--- config.mk ---
export PLATFORM = sky130hd
export DESIGN_NAME = mem_lsu_rmw
export DESIGN_NICKNAME = d
export VERILOG_FILES = /design/src/rtl/lsu_pkg.sv /design/src/rtl/lsu_load_align.sv /design/src/rtl/mem_lsu_rmw.sv
export SDC_FILE = /design/constraint.sdc
export NUM_CORES = 1
export LEC_CHECK = 0
export ABC_AREA = 1
export BUFFER_PORTS_ARGS = -buffer_cell sky130_fd_sc_hd__buf_2
export CORE_ASPECT_RATIO = 0.7
export CORE_MARGIN = 5
export CORE_UTILIZATION = 56
export CTS_CLUSTER_DIAMETER = 50
export DETAILED_ROUTE_END_ITERATION = 12
export HOLD_SLACK_MARGIN = 0.05
export PLACE_DENSITY_LB_ADDON = 0.08
export SLEW_MARGIN = 20
export SYNTH_ARGS = -nofsm -noshare
export SYNTH_HDL_FRONTEND = slang
export SYNTH_SLANG_ARGS = --single-unit
--- constraint.sdc ---
create_clock -name clk -period 3.7 [get_ports clk]
set_input_delay 0.555 -clock clk [delete_from_list [all_inputs] [get_ports clk]]
set_output_delay 0.555 -clock clk [all_outputs]
set_load 0.005 [all_outputs]
--- src/rtl/lsu_pkg.sv ---
// Shared definitions for the MEM-stage load/store unit: funct3 codes, the
// RMW FSM encoding and the sub-word lane merge used to build store words.
package lsu_pkg;

    localparam logic [2:0] F3_B  = 3'b000;
    localparam logic [2:0] F3_H  = 3'b001;
    localparam logic [2:0] F3_W  = 3'b010;
    localparam logic [2:0] F3_BU = 3'b100;
    localparam logic [2:0] F3_HU = 3'b101;

    typedef enum logic {
        IDLE  = 1'b0,
        WRITE = 1'b1
    } state_e;

    // Replace the addressed byte/half of word with the low bits of data.
    function automatic logic [31:0] lane_merge(input logic [31:0] word,
                                               input logic [31:0] data,
                                               input logic [1:0]  addr_lo,
                                               input logic [2:0]  funct3);
        logic [31:0] r;
        r = word;
        if (funct3 == F3_B)
            r[{addr_lo, 3'b000} +: 8] = data[7:0];
        else if (funct3 == F3_H)
            r[{addr_lo[1], 4'b0000} +: 16] = data[15:0];
        else
            r = data;
        return r;
    endfunction

endpackage

--- src/rtl/lsu_load_align.sv ---
// Lane extraction and sign/zero extension of a read word for RV32 loads.
// Purely combinational so the forwarding path can reuse it.
module lsu_load_align
    import lsu_pkg::*;
(
    input  logic [31:0] rdata_i,
    input  logic [1:0]  addr_lo_i,
    input  logic [2:0]  funct3_i,
    output logic [31:0] load_data_o
);

    logic [7:0]  byte_v;
    logic [15:0] half_v;

    always_comb begin
        byte_v      = rdata_i[{addr_lo_i, 3'b000} +: 8];
        half_v      = rdata_i[{addr_lo_i[1], 4'b0000} +: 16];
        load_data_o = '0;
        case (funct3_i)
            F3_B:    load_data_o = {{24{byte_v[7]}}, byte_v};
            F3_H:    load_data_o = {{16{half_v[15]}}, half_v};
            F3_W:    load_data_o = rdata_i;
            F3_BU:   load_data_o = {24'b0, byte_v};
            F3_HU:   load_data_o = {16'b0, half_v};
            default: load_data_o = '0;
        endcase
    end

endmodule

--- src/rtl/mem_lsu_rmw.sv ---
// MEM-stage load/store unit: word-aligned loads with lane extraction, and
// SB/SH turned into a read-modify-write that stalls the pipeline one cycle.
module mem_lsu_rmw
    import lsu_pkg::*;
#(
    parameter int WIDTH_ADDR = 8,
    parameter int DATA_WIDTH = 32
) (
    input  logic                  clk,
    input  logic                  rst_n,
    input  logic                  req_valid,
    input  logic                  req_we,
    input  logic [2:0]            req_funct3,
    input  logic [31:0]           req_addr,
    input  logic [DATA_WIDTH-1:0] req_wdata,
    output logic [WIDTH_ADDR-1:0] mem_addr,
    output logic                  mem_we,
    output logic [DATA_WIDTH-1:0] mem_wdata,
    input  logic [DATA_WIDTH-1:0] mem_rdata,
    output logic [DATA_WIDTH-1:0] load_data,
    output logic                  stall,
    output logic                  misalign_exc
);

    state_e                  state_q, state_d;
    logic [DATA_WIDTH-1:0]   wbuf_q, wbuf_d;
    logic [WIDTH_ADDR-1:0]   waddr_q, waddr_d;

    logic [WIDTH_ADDR-1:0]   word_idx;
    logic [1:0]              addr_lo;
    logic                    ld_legal, st_legal, legal, misalign, ok;
    logic [DATA_WIDTH-1:0]   aligned;
    logic                    unused_addr_hi;

    // Upper address bits are dropped: the word index wraps over the memory.
    assign word_idx       = req_addr[WIDTH_ADDR+1:2];
    assign addr_lo        = req_addr[1:0];
    assign unused_addr_hi = &{1'b0, req_addr[31:WIDTH_ADDR+2]};

    assign ld_legal = (req_funct3 == F3_B) || (req_funct3 == F3_H) || (req_funct3 == F3_W) ||
                      (req_funct3 == F3_BU) || (req_funct3 == F3_HU);
    assign st_legal = (req_funct3 == F3_B) || (req_funct3 == F3_H) || (req_funct3 == F3_W);
    assign legal    = req_we ? st_legal : ld_legal;
    assign misalign = legal && (((req_funct3[1:0] == 2'b01) && addr_lo[0]) ||
                                ((req_funct3 == F3_W) && (addr_lo != 2'b00)));
    assign ok       = req_valid && legal && !misalign;

    lsu_load_align u_align (
        .rdata_i     (mem_rdata),
        .addr_lo_i   (addr_lo),
        .funct3_i    (req_funct3),
        .load_data_o (aligned)
    );

    always_comb begin
        state_d      = state_q;
        wbuf_d       = wbuf_q;
        waddr_d      = waddr_q;
        mem_addr     = word_idx;
        mem_we       = 1'b0;
        mem_wdata    = '0;
        load_data    = '0;
        stall        = 1'b0;
        misalign_exc = 1'b0;
        case (state_q)
            IDLE: begin
                if (req_valid && misalign) begin
                    misalign_exc = 1'b1;
                end else if (ok && req_we) begin
                    if (req_funct3 == F3_W) begin
                        mem_we    = 1'b1;
                        mem_wdata = req_wdata;
                    end else begin
                        stall   = 1'b1;
                        wbuf_d  = lane_merge(mem_rdata, req_wdata, addr_lo, req_funct3);
                        waddr_d = word_idx;
                        state_d = WRITE;
                    end
                end else if (ok) begin
                    load_data = aligned;
                end
            end
            // The pipeline re-presents the same store here, so inputs are ignored.
            WRITE: begin
                mem_we    = 1'b1;
                mem_addr  = waddr_q;
                mem_wdata = wbuf_q;
                state_d   = IDLE;
            end
            default: state_d = IDLE;
        endcase
        if (!rst_n) begin
            mem_we       = 1'b0;
            mem_wdata    = '0;
            stall        = 1'b0;
            misalign_exc = 1'b0;
        end
    end

    always_ff @(posedge clk) begin
        if (!rst_n) begin
            state_q <= IDLE;
            wbuf_q  <= '0;
            waddr_q <= '0;
        end else begin
            state_q <= state_d;
            wbuf_q  <= wbuf_d;
            waddr_q <= waddr_d;
        end
    end

endmodule

# == After elaboration in Yosys (flattened, before gate mapping) ==
# Cells that the tools add are included.
# op_classes
n_addsub,2
multipliers,0
div_mod_pow,0
order_cmp,0
eq_ne,5
shifts,6
muxes,30
bitwise_logic,3
reduce_logical,16
# ops
op,n
two-way mux 32 bit,10
one-hot mux 32 bit (5 select lines),1
bitwise mux 32 bit,2
one-hot mux 32 bit (2 select lines),1
variable shift 16 x 7 -> 32 bit (first input constant),1
variable shift 8 x 7 -> 32 bit (first input constant),1
indexed part select 16 x 7 -> 32 bit,1
indexed part select 32 x 6 -> 16 bit,1
indexed part select 32 x 6 -> 8 bit,1
indexed part select 8 x 7 -> 32 bit,1
negation 5 -> 7 bit,2
two-way mux 1 bit,13
two-way mux 8 bit,1
logical AND 1 bit,7
equality test 3 bit (second input constant),2
logical OR 1 bit,5
one-hot mux 1 bit (2 select lines),2
AND reduction 4 bit,1
equality test 3 x 1 -> 1 bit (second input constant),1
equality test 3 x 2 -> 1 bit (second input constant),1
logical NOT 3 bit,1
NOT 1 bit,3
equality test 2 x 1 -> 1 bit (second input constant),1
nonzero test 2 bit,1
logical NOT 1 bit,1
# totals
regBits,41
latch_bits,0
ramBits,0
romBits,0
input_bits,103
word_cells,65
n_memories,0

# == Depth between registers and ports, before layout ==
# depth
ltp_word,14
ltp_mapped,13
depth_no_buf,10

# == By module ==
# A second synthesis with hierarchy kept.
# unflattened
cells_unflattened,1083
area_unflattened_um2,5422.7
# modules_own_cells
module,n_inst,cells_each,area_each_um2
mem_lsu_rmw,1,886,4519.3
lsu_load_align,1,197,903.4

# == Least setup slack after synthesis ==
# No wires, ideal clock.
# synth_path
kind,input to output
from,input req_addr[0]
to,output mem_wdata[10]
t_arrival_ns,2.087
t_required_ns,3.145
path_slack_ns,1.058
stages,11
cell_sequence,buf_2 buf_1 inv_1 ha_1 inv_1 nand3_1 nand2_1 nor2_1 o21ai_2 buf_2 nor2_1
# synth_between
elab_chain_len,11
# synth_lines
element,line,source
from (decl),mem_lsu_rmw.sv:14,"input logic [31:0] req_addr,"
nonzero test 2 bit,mem_lsu_rmw.sv:45,((req_funct3 == F3_W) && (addr_lo != 2'b00)));
logical AND 1 bit,mem_lsu_rmw.sv:45,
logical OR 1 bit *,mem_lsu_rmw.sv:44,assign misalign = legal && (((req_funct3[1:0] == 2'b01) && addr_lo[0]) ||
logical AND 1 bit *,mem_lsu_rmw.sv:44,
logical NOT 1 bit,mem_lsu_rmw.sv:46,assign ok = req_valid && legal && !misalign;
logical AND 1 bit,mem_lsu_rmw.sv:46,
logical AND 1 bit,mem_lsu_rmw.sv:69,end else if (ok && req_we) begin
two-way mux 32 bit,mem_lsu_rmw.sv:69,
two-way mux 32 bit *,mem_lsu_rmw.sv:67,if (req_valid && misalign) begin
one-hot mux 32 bit (2 select lines) *,mem_lsu_rmw.sv:65,case (state_q)
two-way mux 32 bit *,mem_lsu_rmw.sv:92,if (!rst_n) begin
to (decl),mem_lsu_rmw.sv:18,"output logic [DATA_WIDTH-1:0] mem_wdata,"
# Every way passes the cells marked *; elsewhere a longest branch is shown, timed or not.

# == Final worst setup path ==
# layout_path
from,input req_addr[0]
to,output load_data[7]
# layout_between
elab_chain_len,10
# layout_lines
element,line,source
"parallel branches: the longest is 8 deep, another holds indexed part select 32 x 6 -> 8 bit",--,
two-way mux 32 bit *,mem_lsu_rmw.sv:67,
two-way mux 32 bit *,mem_lsu_rmw.sv:65,
to (decl),mem_lsu_rmw.sv:20,"output logic [DATA_WIDTH-1:0] load_data,"
# Every way passes the cells marked *.

==> impl_metrics.env <==
export IMPL_cts_root_buf="clkbuf_16"
export IMPL_finalHoldViolCount=0
export IMPL_cts_sinks=41
export IMPL_numPortBuffers=155
export IMPL_numCtsBuffers=5
export IMPL_synth_most_common_cell="nand2_1"
export IMPL_slowest_stage="nor2_2"
export IMPL_slowest_delay_ns=0.76
export IMPL_fp_row_count=28
export IMPL_crit_buf_inv=6
export IMPL_grt_pass1_wl_mm=28.0
export IMPL_clk_latency_ns=0.29
export IMPL_drt_wirelength_per_cell_um=13.4
export IMPL_cp_top_family="simple AND/OR/NAND/NOR gates"
export IMPL_multi_input_area_mm2=0.00339
export IMPL_start_kind="primary input"
export IMPL_cp_arrival_ns=2.65
export IMPL_synth_edf_count=0
export IMPL_hold_worst_slack_ns=0.504
export IMPL_die_area_mm2=0.0110
export IMPL_fin_crit_sh_pct=86.5
export IMPL_area_growth_pct=19.2
export IMPL_ant_nets=0
export IMPL_cts_htree_levels=2
export IMPL_yosysSeqAreaShare_pct=16.3
export IMPL_fillers=914
export IMPL_cts_tree="yes"
export IMPL_worst_pin_slew_ns=1.02
export IMPL_cts_hold_buf=0
export IMPL_synth_top_area_cell="nand2_1"
export IMPL_synth_top_area_share_pct=32.6
export IMPL_gr_total_overflow=0
export IMPL_synthesis_nets=1169
export IMPL_drc_errors=0
export IMPL_first_pass_iters=5
export IMPL_path_cells="buf_2 -> inv_1 -> ha_1 -> inv_1 -> nand3_1 -> nand2_1 -> inv_2 -> nand2_1 -> nor2_2 -> inv_2 -> a21oi_1 -> buf_2"
export IMPL_synth_seq_cells=41
export IMPL_peakVddDrop_uv=193
export IMPL_grt_pass1_vias=5800
export IMPL_hpwl_mm=12.9
export IMPL_dpl_cell_area_mm2=0.00580
export IMPL_final_area_mm2=0.00600
export IMPL_tns_ns=0
export IMPL_r2r_setup_slack_ns=1.80
export IMPL_cp_required_ns=3.14
export IMPL_antenna_found_initial=0
export IMPL_grt_use_total_pct=31.8
export IMPL_crit_fanout=25
export IMPL_clkSlewWorstSetupHoldPaths_ns=0.06
export IMPL_min_to="waddr_q[2]$_SDFFE_PN0P_"
export IMPL_fmax_mhz=312
export IMPL_p_leak_nw=3.97
export IMPL_worstHoldPathCells=3
export IMPL_slew_headroom_pct=31.7
export IMPL_clock_path_buffers=2
export IMPL_power_density_mw_per_mm2=251
export IMPL_async_reset_ff_share_pct=0
export IMPL_diodes=0
export IMPL_finalMaxSlewViolations=0
export IMPL_wl_mm=17.4
export IMPL_ys_warn_count=0
export IMPL_status="complete, no violations"
export IMPL_rsz0062_at_grt="false"
export IMPL_syn_avg_cell_area_um2=4.74
export IMPL_core_mm2=0.00862
export IMPL_grt_max_degree=75
export IMPL_post_cts_resized=0
export IMPL_yosys_top_cells_count="nand2_1, nor2_1, inv_1, nand3_1, o21ai_0"
export IMPL_postCtsSetupRepairBufs=0
export IMPL_fp_dieW_um=123
export IMPL_pin_count=178
export IMPL_synthTopCellsByArea="nand2_1, dfxtp_1, nor2_1, inv_1, nand3_1"
export IMPL_final_nets=1285
export IMPL_initial_core_util_pct=58.4
export IMPL_vias=6635
export IMPL_ff_latch_area_um2=822
export IMPL_ys_flop_type="dfxtp_1"
export IMPL_synthesis_instances=1062
export IMPL_drtIter0Drc=665
export IMPL_reg2reg_from="state_q$_SDFF_PN0_"
export IMPL_critical_path_class="primary input to primary output"
export IMPL_synth_distinct_cells=23
export IMPL_die_height_um=89.3
export IMPL_vias_per_cell=5.11
export IMPL_syn_area_mm2=0.00503
export IMPL_gp_congestion=0.980
export IMPL_reg2reg_to="wbuf_q[13]$_SDFFE_PN0P_"
export IMPL_drive_above_1_share_pct=16.4
export IMPL_layout_min_cycle_time_ns=3.20
export IMPL_cp_end_kind="primary output"
export IMPL_holdCritStartpoint="req_addr[4]"
export IMPL_reg2regPathDepth=7
export IMPL_hold_path_class="primary input to register"
export IMPL_maxCapViolations=0
export IMPL_skew_ns=0.00240
export IMPL_setup_violations=0
-- worst max-delay path by stage --
| stage | to | start | depth (start not counted) |
|---|---|---|---|
| floorplan | mem_wdata[10] | req_addr[0] | 11 |
| global placement | load_data[7] | req_addr[0] | 12 |
| detailed placement | load_data[7] | req_addr[0] | 12 |
| CTS | load_data[7] | req_addr[0] | 12 |
| global route | load_data[7] | req_addr[0] | 12 |
| finish | load_data[7] | req_addr[0] | 12 |
-- state kept, by name, indices dropped and copies added (netlist names) --
name,cells
waddr_q,8
state_q,1
wbuf_q,32
-- where the power goes --
group	total, mW	switching (mW)	internal [mW]
combinational	0.459	0.302	0.157
clock	0.579	0.190	0.389
sequential	0.469	0.00856	0.460
total	1.51	0.500	1.01
-- layout make-up --
class / instances / area share, %
multi-input combinational: 815 / 56.6
timing repair buffer: 168 / 14.8
sequential: 41 / 13.7
inverter: 147 / 9.20
tap: 120 / 2.50
clock buffer: 5 / 2.09
clock inverter: 3 / 1.15
-- through the flow --
stage	utilization [%]	power, mW	instances	setup slack (ns)
2_1_floorplan	-	0.772	1062	1.06
3_3_place_gp	67.3	0.921	1291	0.567
3_5_place_dp	67.3	0.926	1291	0.534
4_1_cts	69.6	1.50	1299	0.515
5_1_grt	69.6	1.59	1299	0.197
6_report	69.6	1.51	1299	0.498
-- worst min-delay path, delay by kind of cell --
| kind | cells | cell delay (ns) |
|---|---|---|
| buf+inv | 1 | 0.09 |
| simple gates | 2 | 0.12 |
-- layout by cell type, fill, tap and decap left out --
master,n
nand4_1,1
nor2_1,192
inv_1,140
clkbuf_16,5
inv_6,1
nor2_4,1
mux2i_1,8
inv_2,7
o21ai_2,1
buf_4,12
buf_2,155
o211ai_1,1
o21ai_0,50
nand3_2,1
o22ai_1,1
nor3_1,2
a21oi_1,39
nand3_1,69
dfxtp_2,1
nand2_1,437
bufinv_16,2
nor2_2,3
buf_12,1
a211oi_1,2
ha_1,4
or2_2,3
dfxtp_1,40
-- kinds of logic after synthesis --
logic type / share of synthesized area (%)
multiplexers: 1.59
adder cells (fa/ha/maj): 0.995
flip-flops: 16.3
buffers and inverters: 16.2
AND/OR/NAND/NOR: 55.3
AO/OA/AOI/OAI: 9.60
-- layer usage --
layer	track usage [%]	wire length, um
met5	0	0
met2	52.2	7710
met1	43.4	7680
met3	6.07	1660
met4	7.44	316
Note: power is estimated with default switching activity, not from simulation.
